### config.mk
export PLATFORM = sky130hd
export DESIGN_NAME = control_pipeline_unit
export DESIGN_NICKNAME = d
export VERILOG_FILES = /design/src/rtl/ctrl_pkg.sv /design/src/rtl/control_decode.sv /design/src/rtl/control_pipeline_unit.sv
export SDC_FILE = /design/constraint.sdc
export NUM_CORES = 1
export LEC_CHECK = 0
export BUFFER_PORTS_ARGS = -buffer_cell sky130_fd_sc_hd__buf_2
export CORE_UTILIZATION = 53
export CTS_CLUSTER_SIZE = 28
export DETAILED_ROUTE_END_ITERATION = 16
export PLACE_DENSITY = 0.91
export SYNTH_ARGS = -nofsm -noshare
export SYNTH_HDL_FRONTEND = slang
export SYNTH_SLANG_ARGS = --single-unit
### constraint.sdc
create_clock -name clk -period 4.2 [get_ports clk]
set_clock_uncertainty 0.2 [all_clocks]
set_input_delay 0 -clock clk [delete_from_list [all_inputs] [get_ports clk]]
set_output_delay 0 -clock clk [all_outputs]
set_load 0.05 [all_outputs]
### src/rtl/ctrl_pkg.sv
// Shared constants for the pipeline control unit: opcodes, the control-word layout,
// the decoded control words and the PC-select encodings.
package ctrl_pkg;

    localparam int OP_R_FORMAT = 0;
    localparam int OP_J        = 2;
    localparam int OP_BEQ      = 4;
    localparam int OP_ADDIU    = 9;
    localparam int OP_LW       = 35;
    localparam int OP_SW       = 43;

    // Control word = {RegDst, ALUOp[1:0], ALUSrc, Branch, Jump, MemRead, MemWrite, RegWrite, MemtoReg, ExtSel}
    localparam int CTRL_W      = 11;
    localparam int CW_EXTSEL   = 0;
    localparam int CW_MEMTOREG = 1;
    localparam int CW_REGWRITE = 2;
    localparam int CW_MEMWRITE = 3;
    localparam int CW_MEMREAD  = 4;
    localparam int CW_JUMP     = 5;
    localparam int CW_BRANCH   = 6;
    localparam int CW_ALUSRC   = 7;
    localparam int CW_ALUOP_LO = 8;
    localparam int CW_ALUOP_HI = 9;
    localparam int CW_REGDST   = 10;

    localparam logic [CTRL_W-1:0] WORD_R     = 11'b1_10_0_0_0_0_0_1_0_0;
    localparam logic [CTRL_W-1:0] WORD_ADDIU = 11'b0_00_1_0_0_0_0_1_0_1;
    localparam logic [CTRL_W-1:0] WORD_LW    = 11'b0_00_1_0_0_1_0_1_1_1;
    localparam logic [CTRL_W-1:0] WORD_SW    = 11'b0_00_1_0_0_0_1_0_0_1;
    localparam logic [CTRL_W-1:0] WORD_BEQ   = 11'b0_01_0_1_0_0_0_0_0_1;
    localparam logic [CTRL_W-1:0] WORD_J     = 11'b0_00_0_0_1_0_0_0_0_0;

    typedef enum logic [1:0] {
        PC_SEL_SEQ    = 2'd0,
        PC_SEL_BRANCH = 2'd1,
        PC_SEL_JUMP   = 2'd2
    } pc_sel_e;

endpackage

### src/rtl/control_decode.sv
// Pure combinational opcode decoder: produces the control word and flags unknown opcodes.
// Unknown (or unresolved) opcodes yield the all-zero word so nothing unknown propagates.
module control_decode
    import ctrl_pkg::*;
#(
    parameter int OPC_W = 6
) (
    input  logic [OPC_W-1:0]  opcode,
    output logic [CTRL_W-1:0] word,
    output logic              illegal
);

    // Opcode lookup; default catches unimplemented opcodes
    always_comb begin
        word    = '0;
        illegal = 1'b0;
        case (opcode)
            OPC_W'(OP_R_FORMAT): word = WORD_R;
            OPC_W'(OP_ADDIU):    word = WORD_ADDIU;
            OPC_W'(OP_LW):       word = WORD_LW;
            OPC_W'(OP_SW):       word = WORD_SW;
            OPC_W'(OP_BEQ):      word = WORD_BEQ;
            OPC_W'(OP_J):        word = WORD_J;
            default:             illegal = 1'b1;
        endcase
    end

endmodule

### src/rtl/control_pipeline_unit.sv
// Pipelined control unit: decodes in ID, carries the control word through ID/EX, EX/MEM
// and MEM/WB, and resolves load-use stalls, taken branches and jumps.
// Redirect priority: taken branch > load-use stall > jump.
module control_pipeline_unit
    import ctrl_pkg::*;
#(
    parameter int OPC_W     = 6,
    parameter int REG_W     = 5,
    parameter int ALUOP_W   = 2,
    parameter int HAZARD_EN = 1,
    parameter int CNT_W     = 16
) (
    input  logic               clk,
    input  logic               rst,
    input  logic [OPC_W-1:0]   opcode_id,
    input  logic [REG_W-1:0]   rs_id,
    input  logic [REG_W-1:0]   rt_id,
    input  logic               zero_ex,
    output logic               ext_sel_id,
    output logic               ex_reg_dst,
    output logic [ALUOP_W-1:0] ex_alu_op,
    output logic               ex_alu_src,
    output logic [REG_W-1:0]   ex_rt,
    output logic               mem_read,
    output logic               mem_write,
    output logic               wb_reg_write,
    output logic               wb_mem_to_reg,
    output logic               pc_write,
    output logic               ifid_write,
    output logic               ifid_flush,
    output logic [1:0]         pc_sel,
    output logic               illegal_op,
    output logic [CNT_W-1:0]   stall_cnt
);

    logic [CTRL_W-1:0] dec_word;
    logic [CTRL_W-1:0] idex_word;
    logic [CTRL_W-1:0] exmem_word;
    logic [CTRL_W-1:0] memwb_word;
    logic              dec_illegal;
    logic              uses_rt;
    logic              load_use;
    logic              stall;
    logic              br_tk;
    logic              bubble;

    control_decode #(.OPC_W(OPC_W)) u_decode (
        .opcode  (opcode_id),
        .word    (dec_word),
        .illegal (dec_illegal)
    );

    // Instructions that actually read rt as a source operand
    always_comb begin
        uses_rt = (opcode_id == OPC_W'(OP_R_FORMAT)) ||
                  (opcode_id == OPC_W'(OP_SW)) ||
                  (opcode_id == OPC_W'(OP_BEQ));
    end

    // Hazard detection; a taken branch squashes the dependent instruction, so it overrides the stall
    always_comb begin
        load_use = idex_word[CW_MEMREAD] && (ex_rt != '0) &&
                   ((ex_rt == rs_id) || ((ex_rt == rt_id) && uses_rt));
        br_tk    = idex_word[CW_BRANCH] && zero_ex;
        stall    = (HAZARD_EN != 0) && load_use && !br_tk;
        bubble   = br_tk || stall;
    end

    // PC / IF-ID steering
    always_comb begin
        pc_write   = 1'b1;
        ifid_write = 1'b1;
        ifid_flush = 1'b0;
        pc_sel     = PC_SEL_SEQ;
        if (br_tk) begin
            pc_sel     = PC_SEL_BRANCH;
            ifid_flush = 1'b1;
        end else if (stall) begin
            pc_write   = 1'b0;
            ifid_write = 1'b0;
        end else if (dec_word[CW_JUMP]) begin
            pc_sel     = PC_SEL_JUMP;
            ifid_flush = 1'b1;
        end
    end

    // Stage registers; a bubble replaces the ID/EX entry while later stages keep draining
    always_ff @(posedge clk or negedge rst) begin
        if (!rst) begin
            idex_word  <= '0;
            ex_rt      <= '0;
            exmem_word <= '0;
            memwb_word <= '0;
        end else begin
            idex_word  <= bubble ? '0 : dec_word;
            ex_rt      <= bubble ? '0 : rt_id;
            exmem_word <= idex_word;
            memwb_word <= exmem_word;
        end
    end

    // Illegal-opcode pulse; a stalled opcode is reported when it finally issues
    always_ff @(posedge clk or negedge rst) begin
        if (!rst) begin
            illegal_op <= 1'b0;
        end else begin
            illegal_op <= dec_illegal && !bubble;
        end
    end

    // Saturating stall-cycle counter
    always_ff @(posedge clk or negedge rst) begin
        if (!rst) begin
            stall_cnt <= '0;
        end else if (stall && (stall_cnt != '1)) begin
            stall_cnt <= stall_cnt + CNT_W'(1);
        end
    end

    assign ext_sel_id    = dec_word[CW_EXTSEL];
    assign ex_reg_dst    = idex_word[CW_REGDST];
    assign ex_alu_op     = ALUOP_W'(idex_word[CW_ALUOP_HI:CW_ALUOP_LO]);
    assign ex_alu_src    = idex_word[CW_ALUSRC];
    assign mem_read      = exmem_word[CW_MEMREAD];
    assign mem_write     = exmem_word[CW_MEMWRITE];
    assign wb_reg_write  = memwb_word[CW_REGWRITE];
    assign wb_mem_to_reg = memwb_word[CW_MEMTOREG];

endmodule

==> results of run 1 <==
## cells by family after synthesis
family | count (synthesis)
and+or+nand+nor | 67
DFF | 33
xor gates and xnor gates | 26
AOI/OAI and AO/OA | 16
buffers and inverters | 13
muxes | 1
adders and majority gates | 1
## where the power goes
part / total [uW] / leakage (uW) / switching, uW / internal [uW]
clock network: 200 / 0.0000413 / 103 / 96.9
registers: 329 / 0.000438 / 6.15 / 323
logic: 91.4 / 0.000717 / 55.1 / 36.3
total: 621 / 0.00120 / 165 / 457
## metal layers
metal / GRT usage, % / vias up
met5: 0 / -
met1: 34.6 / 697
li1: - / 692
met3: 7.37 / 12
met2: 42.2 / 64
met4: 12.2 / 0
## final timing paths
kind / from / endpoint / slack [ns] / cells after the start
setup reg to reg: ex_rt[1] / illegal_op / 1.45 / 7
setup / recovery: opcode_id[3] / illegal_op / 1.37 / 9
hold reg to reg: idex_word[3] / exmem_word[3] / 0.16 / 0
hold / removal: rst / idex_word[2] / 0.03 / 2
max in group asynchronous: rst / stall_cnt[11] / 3.30 / 2
min in group clk: idex_word[3] / exmem_word[3] / 0.16 / 0
## per-stage QoR
stage	power [uW]	std cells	hold slack, ns
after floorplan	382	157	-0.496
after global placement	409	236	-0.119
after detailed placement	410	236	-0.116
after CTS	621	268	0.0535
after global routing	649	268	0.103
final	621	268	0.0345
## sequential cells by signal, indices dropped and copies added, names as in the netlist
register    cells
illegal_op      1
memwb_word      2
exmem_word      3
idex_word       6
stall_cnt      16
ex_rt           5
## worst max-delay path: cells and delay by family
family	cells	cell delay, ns
AOI/OAI and AO/OA	3	0.81
buffers and inverters	3	1.28
and+or+nand+nor	3	0.75
## layout by cell type, fill, tap and decap left out, types with 5 or more instances in the layout
| cell | netlist | routed |
|---|---|---|
| and3_1 | 8 | 8 |
| dfrtp_1 | 33 | 33 |
| inv_1 | 7 | 7 |
| a21oi_1 | 5 | 5 |
| buf_2 | 1 | 54 |
| nand3_1 | 9 | 9 |
| nor2_1 | 21 | 21 |
| nand4_1 | 5 | 5 |
| nand2_1 | 8 | 8 |
| xnor2_1 | 10 | 10 |
| xor2_1 | 16 | 16 |
| clkbuf_4 | 0 | 5 |
| dlygate4sd3_1 | 0 | 24 |
## cell type report
class | instances | area [sq um]
Fill cell | 174 | 632
Sequential cell | 33 | 826
Clock buffer | 7 | 65.1
Clock inverter | 1 | 5.00
Timing Repair Buffer | 78 | 510
Multi-Input combinational cell | 111 | 749
Inverter | 7 | 26.3
Tap cell | 31 | 38.8
==> metrics.yaml, run 1 <==
fin_crit_ns: 2.83
cts_sinks: 33
p_leak_uw: 0.00120
synth_common_cells: "33 x dfrtp_1, 21 x nor2_1, 16 x xor2_1, 10 x xnor2_1, 9 x nand3_1"
crit_path_start_kind: "input pin"
synth-xor-area-share_pct: 13.9
die_x_um: 57.6
num_rows: 19
vias: 1465
clk_path_buf_depth: 2
clkSlewWorstSetupHoldPaths_ns: 0.10
wl_met3_um: 243
design_area_sq_mm: 0.00222
worstPathArrival_ns: 2.85
synth.area.top_cells: "dfrtp_1 50%, xor2_1 8.5%, xnor2_1 5.3%, nor2_1 4.8%, and3_1 3.1%"
cts_resized: 0
synth_adder_area_share_pct: 0.763
status: "finished with violations"
core_sq_mm: 0.00285
ys_warn_count: 0
p_per_area_mw_per_mm2: 280
synth_ff_type: "dfrtp_1"
syn_nets: 177
ioPinCount: 55
start_util_pct: 57.5
synth_largest_area_cell: "dfrtp_1"
synth_top_family_by_area: "simple AND/OR/NAND/NOR gates"
syn-cell-area_sq_mm: 0.00164
drtAntennaViolNets: 0
clkLatencyLatePin_ns: 0.34
syn_area_per_cell_sq_um: 10.4
end_kind: "register"
seq_area_frac_synth_pct: 50.3
vias_per_cell: 5.47
synth.most_common_cell: "dfrtp_1"
synthSimpleGateAreaFrac_pct: 22.3
worst_slew_pin_slew_ns: 0.701
critical_path.max_stage_delay_ns: 0.56
htree_levels: 2
met2_length_mm: 1.90
slowest_stage: "dlygate4sd3_1"
relSlewSlack_pct: 53.3
wl_met1_mm: 1.71
antenna_found_initial: 0
required_ns: 4.22
synth_cell_types: 39
grt_max_degree: 34
final_nets: 256
hpwl_mm: 2.40
overflow: 0
grt_usage_pct: 26.7
drc: 4
syn_inst: 157
setup_ws_ns: 1.37
io_buffers: 54
totalWireLength_mm: 3.97
area_delta_synth_final_pct: 35.4
hp-class: "in2async"
grt_pass1_wl_mm: 6.54
cap_violations: 0
muxShareOfSynthArea_pct: 0.686
cp_max_fo: 8
finalSetupViolCount: 0
rsz0062_at_grt: "no"
finalCoreUtilization_pct: 77.9
cts_tree: "built"
setup_tns_ns: 0
path_cells: "dlygate4sd3_1, buf_2, nor2_1, nand2_1, a2111oi_4, o21bai_1, nand2_1, a21oi_1, dlygate4sd3_1"
async_reset_ff_share_pct: 100
drt-initial-drc-count: 61
n_antenna_cell: 0
post_cts_buffers: 0
synth-edff-count: 0
dr.max_layer_used: "met4"
finalMaxSlewViolations: 0
ys_seq_elements: 33
critical_path_class: "in2reg"
dr.pass1.iters: 10
violations: "DRC"
period_share_pct: 67.4
cts_root_buf: "clkbuf_4"
synthDominantCellAreaShare_pct: 50.3
timing.fmax_mhz: 353
die_y_um: 57.6
wl_per_cell_um: 14.8
grt_pass1_vias: 1414
post-place-ws_ns: 2.02
hold_viol: 0
placed_area_sq_mm: 0.00191
hold_buffers: 24
globalplace.congestion: 0.862
dieArea_sq_mm: 0.00332
irDropWorstVdd_mv: 0.195
drive_gt1_share_pct: 30.0
synth-compound-area-share_pct: 8.01
cts_buffers: 5
(Power assumes the default switching activity.)
==> run 2: changes to the inputs <==
--- a/config.mk
+++ b/config.mk
@@ -6,10 +6,10 @@
 export NUM_CORES = 1
 export LEC_CHECK = 0
 export BUFFER_PORTS_ARGS = -buffer_cell sky130_fd_sc_hd__buf_2
-export CORE_UTILIZATION = 53
+export CORE_UTILIZATION = 45
 export CTS_CLUSTER_SIZE = 28
 export DETAILED_ROUTE_END_ITERATION = 16
-export PLACE_DENSITY = 0.91
+export PLACE_DENSITY = 0.83
 export SYNTH_ARGS = -nofsm -noshare
 export SYNTH_HDL_FRONTEND = slang
 export SYNTH_SLANG_ARGS = --single-unit
==> constraint.sdc (replaced) <==
create_clock -name clk -period 2.3 [get_ports clk]
set_clock_uncertainty 0.2 [all_clocks]
set_input_delay 0 -clock clk [delete_from_list [all_inputs] [get_ports clk]]
set_output_delay 0 -clock clk [all_outputs]
set_load 0.05 [all_outputs]
==> run 2 against run 1 <==
Compared with the run above:
- the run now ends clean
- routed wire length shrank 4.6%
- sequential power grew 83%
- cell count grew 5.2%
- design area grew 3.9%
- power grew 98%
- critical path type is now reg2out
- critical path depth shrank 3
- utilization shrank 10 points
- clock-buffer cell count is the same
==> metrics.yaml, run 2 (synthesis gave the netlist of run 1 again) <==
hp-class: "in2async"
n_antenna_cell: 0
drive_gt1_share_pct: 36.9
required_ns: 2.10
timing.fmax_mhz: 444
holdWs_ns: 0.0397
cp_max_fo: 5
irDropWorstVdd_mv: 0.380
p_per_area_mw_per_mm2: 532
io_buffers: 54
largest_reg_flops: 16
hpwl_mm: 2.52
die_x_um: 62.4
status: "finished clean"
drc: 0
final_common_cell: "buf_2"
clkSlewWorstSetupHoldPaths_ns: 0.10
die_y_um: 62.4
period_share_pct: 98.0
critical_path.max_stage_delay_ns: 0.54
globalplace.congestion: 0.781
crit_path_start_kind: "register"
final_nets: 255
hold_viol: 0
worst_slew_pin_slew_ns: 0.704
clk_path_buf_depth: 2
fin_crit_ns: 2.25
fillerInstances: 269
core_sq_mm: 0.00342
totalWireLength_mm: 3.79
final_cell_mix: "50 x buf_2, 28 x dfrtp_1, 20 x nor2_1, 19 x dlygate4sd3_1, 16 x xor2_1"
dieArea_sq_mm: 0.00389
relSlewSlack_pct: 53.0
critical_path_class: "reg2out"
start_util_pct: 48.0
cts_root_buf: "clkbuf_4"
drt-initial-drc-count: 43
overflow: 0
worstPathArrival_ns: 2.05
grt_usage_pct: 20.7
num_rows: 21
grt_pass1_wl_mm: 6.25
reg.largest.list: "stall_cnt: 16 flops, idex_word: 6 flops, ex_rt: 5 flops"
path_cells: "or4_4, o21ai_2, o21bai_4, nand2_4, nor2_4, buf_6"
grt_pass1_vias: 1352
cts_buffers: 5
ioPinCount: 55
end_kind: "primary output"
finalSetupViolCount: 0
finalMaxSlewViolations: 0
fin_total_pwr_uw: 1230
vias: 1447
p_leak_uw: 0.00119
vias_per_cell: 5.13
cts_sinks: 33
wl_per_cell_um: 13.4
regMostFlops: "stall_cnt"
antenna_found_initial: 0
clkLatencyLatePin_ns: 0.34
cap_violations: 0
htree_levels: 2
area_delta_synth_final_pct: 40.7
slowest_stage: "or4_4"
cts_tree: "built"
drtAntennaViolNets: 0
dr.pass1.iters: 4
grt_max_degree: 34
## run 2: final timing paths
kind	startpoint	slack, ns	end	cells past startpoint
worst max register to register	ex_rt[1]	0.18	idex_word[7]	6
worst max-delay path	ex_rt[1]	0.05	pc_sel[1]	6
worst min-delay path	rst	0.04	stall_cnt[7]	2
worst min register to register	idex_word[2]	0.17	exmem_word[2]	0
min in group clk	rs_id[1]	0.14	ex_rt[0]	6
max in group asynchronous	rst	1.37	ex_rt[4]	2
## run 2: area by class of cell
| type | instances | area [sq um] | share of cell area, % |
|---|---|---|---|
| clock inverter | 1 | 30.0 | 1.30 |
| timing repair buffer | 77 | 508 | 22.0 |
| sequential | 33 | 832 | 36.0 |
| clock buffer | 7 | 55.1 | 2.38 |
| tap | 46 | 57.6 | 2.49 |
| multi-input combinational | 111 | 800 | 34.6 |
| inverter | 7 | 26.3 | 1.14 |
## run 2: metrics by stage
stage                     TNS, ns  setup WS (ns)  cells  cell area [sq um]  utilization (%)
after floorplan                 0        0.00116    157               1660                -
after global placement          0          0.145    253               1960             57.4
after detailed placement        0         0.0826    253               1960             57.4
after CTS                       0        0.00374    280               2260             66.2
after global routing      -0.0247        -0.0160    282               2310             67.6
final                           0         0.0459    282               2310             67.6
## run 2: timing repair
action	4_1_cts	5_1_grt
resized for setup	6	10
pin swaps	1	4
hold buffers	19	0
setup buffers	0	2
hold endpoints to repair	45	0
setup endpoints to repair	2	15
cloned	0	0
## run 2: per-layer routing
metal | global-route usage (%) | part of all wire (%) | vias to the layer above
li1 | - | - | 689
met1 | 25.7 | 43 | 699
met2 | 34.8 | 50 | 51
met3 | 5.84 | 5.3 | 8
met4 | 6.98 | 1.7 | 0
met5 | 0 | 0 | -
## run 2: power breakdown
part	leakage (uW)	internal, uW	switching [uW]	total [uW]
combinational	0.000709	67.9	102	170
sequential	0.000433	591	10.9	602
clock	0.0000455	260	195	454
## run 2: worst max-delay path: cells and delay by family, from the launching register on
kind,cells,cell delay [ns]
simple gates,3,0.77
flops,1,0.45
buf+inv,1,0.16
compound gates,2,0.34
